$ cat config.mk
export PLATFORM = sky130hd
export DESIGN_NAME = serial_frame_rx_flat
export DESIGN_NICKNAME = d
export VERILOG_FILES = /design/src/rtl/serial_frame_rx_if.sv /design/src/rtl/serial_frame_rx.sv /design/src/flat_wrapper.sv
export SDC_FILE = /design/constraint.sdc
export NUM_CORES = 1
export LEC_CHECK = 0
export CORE_MARGIN = 4
export CORE_UTILIZATION = 25
export CTS_BUF_LIST = sky130_fd_sc_hd__clkbuf_8
export CTS_CLUSTER_DIAMETER = 60
export DETAILED_ROUTE_END_ITERATION = 12
export PLACE_DENSITY = 0.49
export SYNTH_ARGS = -nofsm -noshare
export SYNTH_HDL_FRONTEND = slang
export SYNTH_SLANG_ARGS = --single-unit
$ cat constraint.sdc
create_clock -name CLK -period 1.8 [get_ports CLK]
set_input_delay 0.18 -clock CLK [delete_from_list [all_inputs] [get_ports CLK]]
set_output_delay 0.18 -clock CLK [all_outputs]
set_load 0.02 [all_outputs]
$ cat src/rtl/serial_frame_rx_if.sv
// Output word handshake between serial_frame_rx and its consumer.
interface serial_frame_rx_if #(
  parameter int DATA_W = 4
);
  logic [DATA_W-1:0] DOUT;
  logic              DOUT_PERR;
  logic              DOUT_VALID;
  logic              DOUT_READY;

  modport master (output DOUT, output DOUT_PERR, output DOUT_VALID, input DOUT_READY);
  modport slave  (input DOUT, input DOUT_PERR, input DOUT_VALID, output DOUT_READY);
endinterface

$ cat src/rtl/serial_frame_rx.sv
// Serial frame receiver: start/data(MSB first)/even parity/stop framing into a
// first-word-fall-through FIFO presented over a valid/ready handshake.
module serial_frame_rx #(
  parameter int DATA_W     = 4,
  parameter int FIFO_DEPTH = 4,
  parameter int CNT_W      = 3
) (
  input  logic             CLK,
  input  logic             RST,
  input  logic             EN,
  input  logic             SIN,
  serial_frame_rx_if.master dout_if,
  output logic             FRM_ERR,
  output logic             OVF,
  output logic [CNT_W-1:0] FILL,
  output logic             BUSY
);
  localparam int AW = $clog2(FIFO_DEPTH);
  localparam int BW = $clog2(DATA_W);

  typedef enum logic [1:0] {S_IDLE, S_DATA, S_PARITY, S_STOP} state_t;

  state_t            state_q, state_d;
  logic [BW-1:0]     bit_cnt_q, bit_cnt_d;
  logic [DATA_W-1:0] data_q, data_d;
  logic              perr_q, perr_d;
  logic              frm_err_q, frm_err_d;
  logic              ovf_q, ovf_d;
  logic [AW-1:0]     wr_ptr_q, wr_ptr_d, rd_ptr_q, rd_ptr_d;
  logic [CNT_W-1:0]  cnt_q, cnt_d;
  logic [DATA_W:0]   hold_q, hold_d;
  logic [DATA_W:0]   mem_q [FIFO_DEPTH];
  logic [DATA_W:0]   head;
  logic              push, pop, full, wr_en;

  always_comb begin
    state_d   = state_q;
    bit_cnt_d = bit_cnt_q;
    data_d    = data_q;
    perr_d    = perr_q;
    frm_err_d = 1'b0;
    push      = 1'b0;
    if (EN) begin
      unique case (state_q)
        S_IDLE: begin
          if (SIN) begin
            state_d   = S_DATA;
            bit_cnt_d = '0;
          end
        end
        S_DATA: begin
          data_d    = {data_q[DATA_W-2:0], SIN};
          bit_cnt_d = bit_cnt_q + 1'b1;
          if (bit_cnt_q == BW'(DATA_W - 1)) state_d = S_PARITY;
        end
        S_PARITY: begin
          perr_d  = SIN ^ (^data_q);
          state_d = S_STOP;
        end
        S_STOP: begin
          // A high stop bit is a framing error, never a new start bit.
          if (SIN) frm_err_d = 1'b1;
          else     push      = 1'b1;
          state_d = S_IDLE;
        end
        default: state_d = S_IDLE;
      endcase
    end
  end

  always_comb begin
    head     = mem_q[rd_ptr_q];
    full     = (cnt_q == CNT_W'(FIFO_DEPTH));
    pop      = (cnt_q != '0) && dout_if.DOUT_READY;
    // A full FIFO still accepts a word when the head leaves on the same edge.
    wr_en    = push && (!full || pop);
    ovf_d    = push && full && !pop;
    wr_ptr_d = wr_en ? wr_ptr_q + 1'b1 : wr_ptr_q;
    rd_ptr_d = pop ? rd_ptr_q + 1'b1 : rd_ptr_q;
    cnt_d    = cnt_q + CNT_W'(wr_en) - CNT_W'(pop);
    hold_d   = pop ? head : hold_q;
  end

  always_ff @(posedge CLK) begin
    if (!RST) begin
      state_q   <= S_IDLE;
      bit_cnt_q <= '0;
      data_q    <= '0;
      perr_q    <= 1'b0;
      frm_err_q <= 1'b0;
      ovf_q     <= 1'b0;
      wr_ptr_q  <= '0;
      rd_ptr_q  <= '0;
      cnt_q     <= '0;
      hold_q    <= '0;
    end else begin
      state_q   <= state_d;
      bit_cnt_q <= bit_cnt_d;
      data_q    <= data_d;
      perr_q    <= perr_d;
      frm_err_q <= frm_err_d;
      ovf_q     <= ovf_d;
      wr_ptr_q  <= wr_ptr_d;
      rd_ptr_q  <= rd_ptr_d;
      cnt_q     <= cnt_d;
      hold_q    <= hold_d;
    end
  end

  always_ff @(posedge CLK) begin
    if (RST && wr_en) mem_q[wr_ptr_q] <= {perr_q, data_q};
  end

  assign dout_if.DOUT       = (cnt_q != '0) ? head[DATA_W-1:0] : hold_q[DATA_W-1:0];
  assign dout_if.DOUT_PERR  = (cnt_q != '0) ? head[DATA_W] : hold_q[DATA_W];
  assign dout_if.DOUT_VALID = (cnt_q != '0);
  assign FRM_ERR            = frm_err_q;
  assign OVF                = ovf_q;
  assign FILL               = cnt_q;
  assign BUSY               = (state_q != S_IDLE);
endmodule

$ cat src/flat_wrapper.sv
// flat-port wrapper written by rule: the top's interface ports become plain ports
module serial_frame_rx_flat 
#(
  parameter int DATA_W     = 4,
  parameter int FIFO_DEPTH = 4,
  parameter int CNT_W      = 3
)
  (CLK, RST, EN, SIN, FRM_ERR, OVF, FILL, BUSY, dout_if_DOUT, dout_if_DOUT_PERR, dout_if_DOUT_VALID, dout_if_DOUT_READY);
  serial_frame_rx_if #(.DATA_W(DATA_W)) dout_if_i ();
  input  logic CLK;
  input  logic RST;
  input  logic EN;
  input  logic SIN;
  output logic FRM_ERR;
  output logic OVF;
  output logic [CNT_W-1:0] FILL;
  output logic BUSY;
  output wire logic [$bits(dout_if_i.DOUT)-1:0] dout_if_DOUT;
  output wire logic [$bits(dout_if_i.DOUT_PERR)-1:0] dout_if_DOUT_PERR;
  output wire logic [$bits(dout_if_i.DOUT_VALID)-1:0] dout_if_DOUT_VALID;
  input wire logic [$bits(dout_if_i.DOUT_READY)-1:0] dout_if_DOUT_READY;
  assign dout_if_DOUT = dout_if_i.DOUT;
  assign dout_if_DOUT_PERR = dout_if_i.DOUT_PERR;
  assign dout_if_DOUT_VALID = dout_if_i.DOUT_VALID;
  assign dout_if_i.DOUT_READY = dout_if_DOUT_READY;
  serial_frame_rx #(.DATA_W(DATA_W), .FIFO_DEPTH(FIFO_DEPTH), .CNT_W(CNT_W)) u_core (.CLK(CLK), .RST(RST), .EN(EN), .SIN(SIN), .dout_if(dout_if_i), .FRM_ERR(FRM_ERR), .OVF(OVF), .FILL(FILL), .BUSY(BUSY));
endmodule
==> run_results.csv <==
group,metric,value,unit
final_layout,nNetsFinal,215,
place,gp_congestion,0.701,
grt,grt_pass1_vias,1350,
critical_path,worstSetupEndpointType,"output pin",
grt,grt_pass1_wl,6.44,mm
synthesis,yosysWarnings,0,
run_status,status,"finished with violations",
critical_path,worstPathArrival,1.68,ns
final_layout,drive_gt1_share,26.5,%
drt,firstDrtPassIters,4,
clock_tree,ctsLongestPathBuffers,2,
place,io_buffers,16,
synthesis,synth_area,2020,sq um
drt,via_per_inst,4.26,
drt,route.met2.wl,1.69,mm
drt,ant_nets,0,
synthesis,synth_top_area_share,29.7,%
synthesis,ys_seq_area_share,54.4,%
final_layout,syn_to_final_growth,26.2,%
timing,timing.setup.tns,-0.278,ns
place,hpwl,2.66,mm
synthesis,yosys-top-cells-count,"25 x dfxtp_1, 20 x edfxtp_1, 15 x nor2_1",
power_and_ir_drop,power.density,1120,nW/um^2
timing,hold_viol_final,0,
synthesis,synth.distinct_cells,37,
timing,tightest_slew,0.381,ns
floorplan,core,7810,sq um
floorplan,floorplan.initialDensity,25.9,%
drt,wl_met3,114,um
critical_path,cp-start-kind,"flip-flop",
floorplan,placementRows,32,
final_layout,fillCellCount,808,
synthesis,postSynthCellCount,167,
place,dp_cells,292,
clock_tree,cts-root-buf,"clkbuf_8",
timing,rsz0062_at_grt,"yes",
timing,fmax,538,MHz
run_status,violations,"setup timing",
drt,num_vias,1288,
power_and_ir_drop,vdd_drop_max,0.000344,V
clock_tree,clk_latency,0.29,ns
timing,fin_ws,-0.0604,ns
synthesis,synth-edff-count,20,
grt,grt_use_total,8.20,%
final_layout,n_antenna_cell,0,
drt,m1WireLength,1.73,mm
clock_tree,clock_sinks,45,
timing,timing.max_slew.rel_slack,74.3,%
drt,wl_per_cell,11.9,um
synthesis,synthArstFlopShare,0,%
drt,route.top_layer_used,"met4",
timing,fin_crit,1.86,ns
drt,wl,3.59,mm
run,cap_violations,0,
critical_path,critPathKind,"flip-flop to output pin",
drt,drc,0,
synthesis,ys.flop_type,"dfxtp_1",
critical_path,critPathMaxFanout,5,
clock_tree,cts_tree,"built",
final_layout,fin_cells,302,
floorplan,die_y,98.0,um
grt,grt_max_degree,19,
timing,hold_slack,0.488,ns
floorplan,ioPinCount,17,
worst_hold_path,hold_path_class,"flip-flop to flip-flop",
place,dpl-instance-area,2400,sq um
synthesis,ys_ff_latch,45,
grt,overflow,0,
timing,setup_violations,6,
power_and_ir_drop,p_leak,0.975,nW
synthesis,synthTopCellsByArea,"edfxtp_1 30%, dfxtp_1 25%, ha_1 6.2%",
drt,drtIter0Drc,23,
clock_tree,htreeDepth,2,
grt,antenna_found_initial,0,
final_layout,design_area,2550,sq um
synthesis,avgSynthCellArea,12.1,sq um
synthesis,yosysTopAreaCell,"edfxtp_1",
final_layout,final_util,32.7,%
floorplan,fp.dieW,98.0,um
clock_tree,path_clk_slew,0.08,ns
synthesis,synth.most_common_cell,"dfxtp_1",
synthesis,syn-num-nets,183,
critical_path,required,1.62,ns
floorplan,die-area,9600,sq um
timing,clock_skew,0.00285,ns
clock_tree,cts_buffers,5,
timing,slew_violations,0,
timing,min_period_over_period,103,%
[critical path, cell delays in order, from the launching register on]
cell	delay (ns)
dfxtp_2	0.34
buf_12	0.12
mux4_2	0.51
mux2_4	0.29
buf_6	0.13
[worst paths after layout]
check	start	cells after the start	endpoint	slack (ns)
worst max-delay path	flip-flop	4	dout_if_DOUT[0]	-0.06
worst min register to register	u_core.bit_cnt_q[1]$_SDFFE_PN0P_	2	u_core.bit_cnt_q[1]$_SDFFE_PN0P_	0.49
worst min-delay path	u_core.bit_cnt_q[1]$_SDFFE_PN0P_	2	u_core.bit_cnt_q[1]$_SDFFE_PN0P_	0.49
worst max register to register	u_core.state_q[0]$_SDFFE_PN0P_	9	u_core.FILL[2]$_SDFF_PN0_	0
[power by group]
part	leakage [nW]	total, W	internal, W	switching, W
Clock	0.0491	0.000584	0.000264	0.000321
Combinational	0.543	0.00104	0.000571	0.000467
Sequential	0.383	0.00124	0.00115	0.0000968
[per-stage QoR]
stage / worst slack, ns / total power (W)
after detailed placement: -0.340 / 0.00224
after global placement: -0.270 / 0.00224
after floorplan: -0.0539 / 0.00184
after global routing: -0.137 / 0.00306
final: -0.0604 / 0.00287
after CTS: -0.0926 / 0.00287
[state kept, by name (all words and copies together), names as in the netlist, named ones only]
signal	flops
u_core.FILL	3
u_core.state_q	2
u_core.data_q	4
u_core.bit_cnt_q	2
u_core.wr_ptr_q	2
u_core.FRM_ERR	1
u_core.hold_q	5
u_core.OVF	1
u_core.mem_q	20
u_core.rd_ptr_q	2
u_core.perr_q	1
[cell type report]
class | count | area (sq um) | share of cell area [%]
multi-input cells | 105 | 901 | 35.3
flip-flops and latches | 45 | 1110 | 43.4
well taps | 102 | 128 | 5.00
inverters | 10 | 37.5 | 1.47
clock buffers | 5 | 68.8 | 2.69
repair buffers | 32 | 297 | 11.6
clock inverters | 3 | 13.8 | 0.539
[cell usage in the layout (no fill, tap or decap), types with 2 or more instances in the layout]
cell / Yosys / layout
and2_1: 6 / 6
clkinv_2: 0 / 2
xor2_1: 4 / 4
ha_4: 0 / 2
clkdlybuf4s50_1: 0 / 9
buf_4: 0 / 15
dlygate4sd2_1: 0 / 2
nand3_1: 9 / 9
nor2_1: 15 / 15
dfxtp_2: 0 / 6
nand2b_1: 3 / 3
a31oi_1: 3 / 3
inv_1: 9 / 9
edfxtp_1: 20 / 20
o21ai_0: 4 / 4
mux2_4: 0 / 5
nor3_1: 4 / 4
mux4_2: 5 / 5
a21oi_1: 7 / 7
nand2_1: 7 / 7
dfxtp_1: 25 / 19
ha_1: 10 / 6
ha_2: 0 / 2
clkbuf_8: 0 / 5
buf_6: 1 / 5
mux2i_1: 7 / 7
[per-layer routing]
metal	track usage (%)	vias to the layer above
met2	13.0	17
li1	-	663
met3	2.21	7
met1	10.6	601
met5	0	-
met4	3.19	0
[logic make-up after synthesis]
| family | Yosys count | synth area share, % |
|---|---|---|
| buf+inv | 17 | 3.59 |
| compound gates | 18 | 5.88 |
| flops | 45 | 54.4 |
| xor+xnor | 5 | 2.84 |
| simple gates | 54 | 14.3 |
| fa+ha+maj | 11 | 7.17 |
| mux | 17 | 11.8 |
[repair_timing]
item | in CTS | in global routing
setup endpoints to repair | 8 | 8
setup buffers | 1 | 1
pin swaps | 2 | 1
resized for setup | 40 | 6
hold buffers | 0 | 0
No activity file was read; power rests on OpenSTA's default activity.
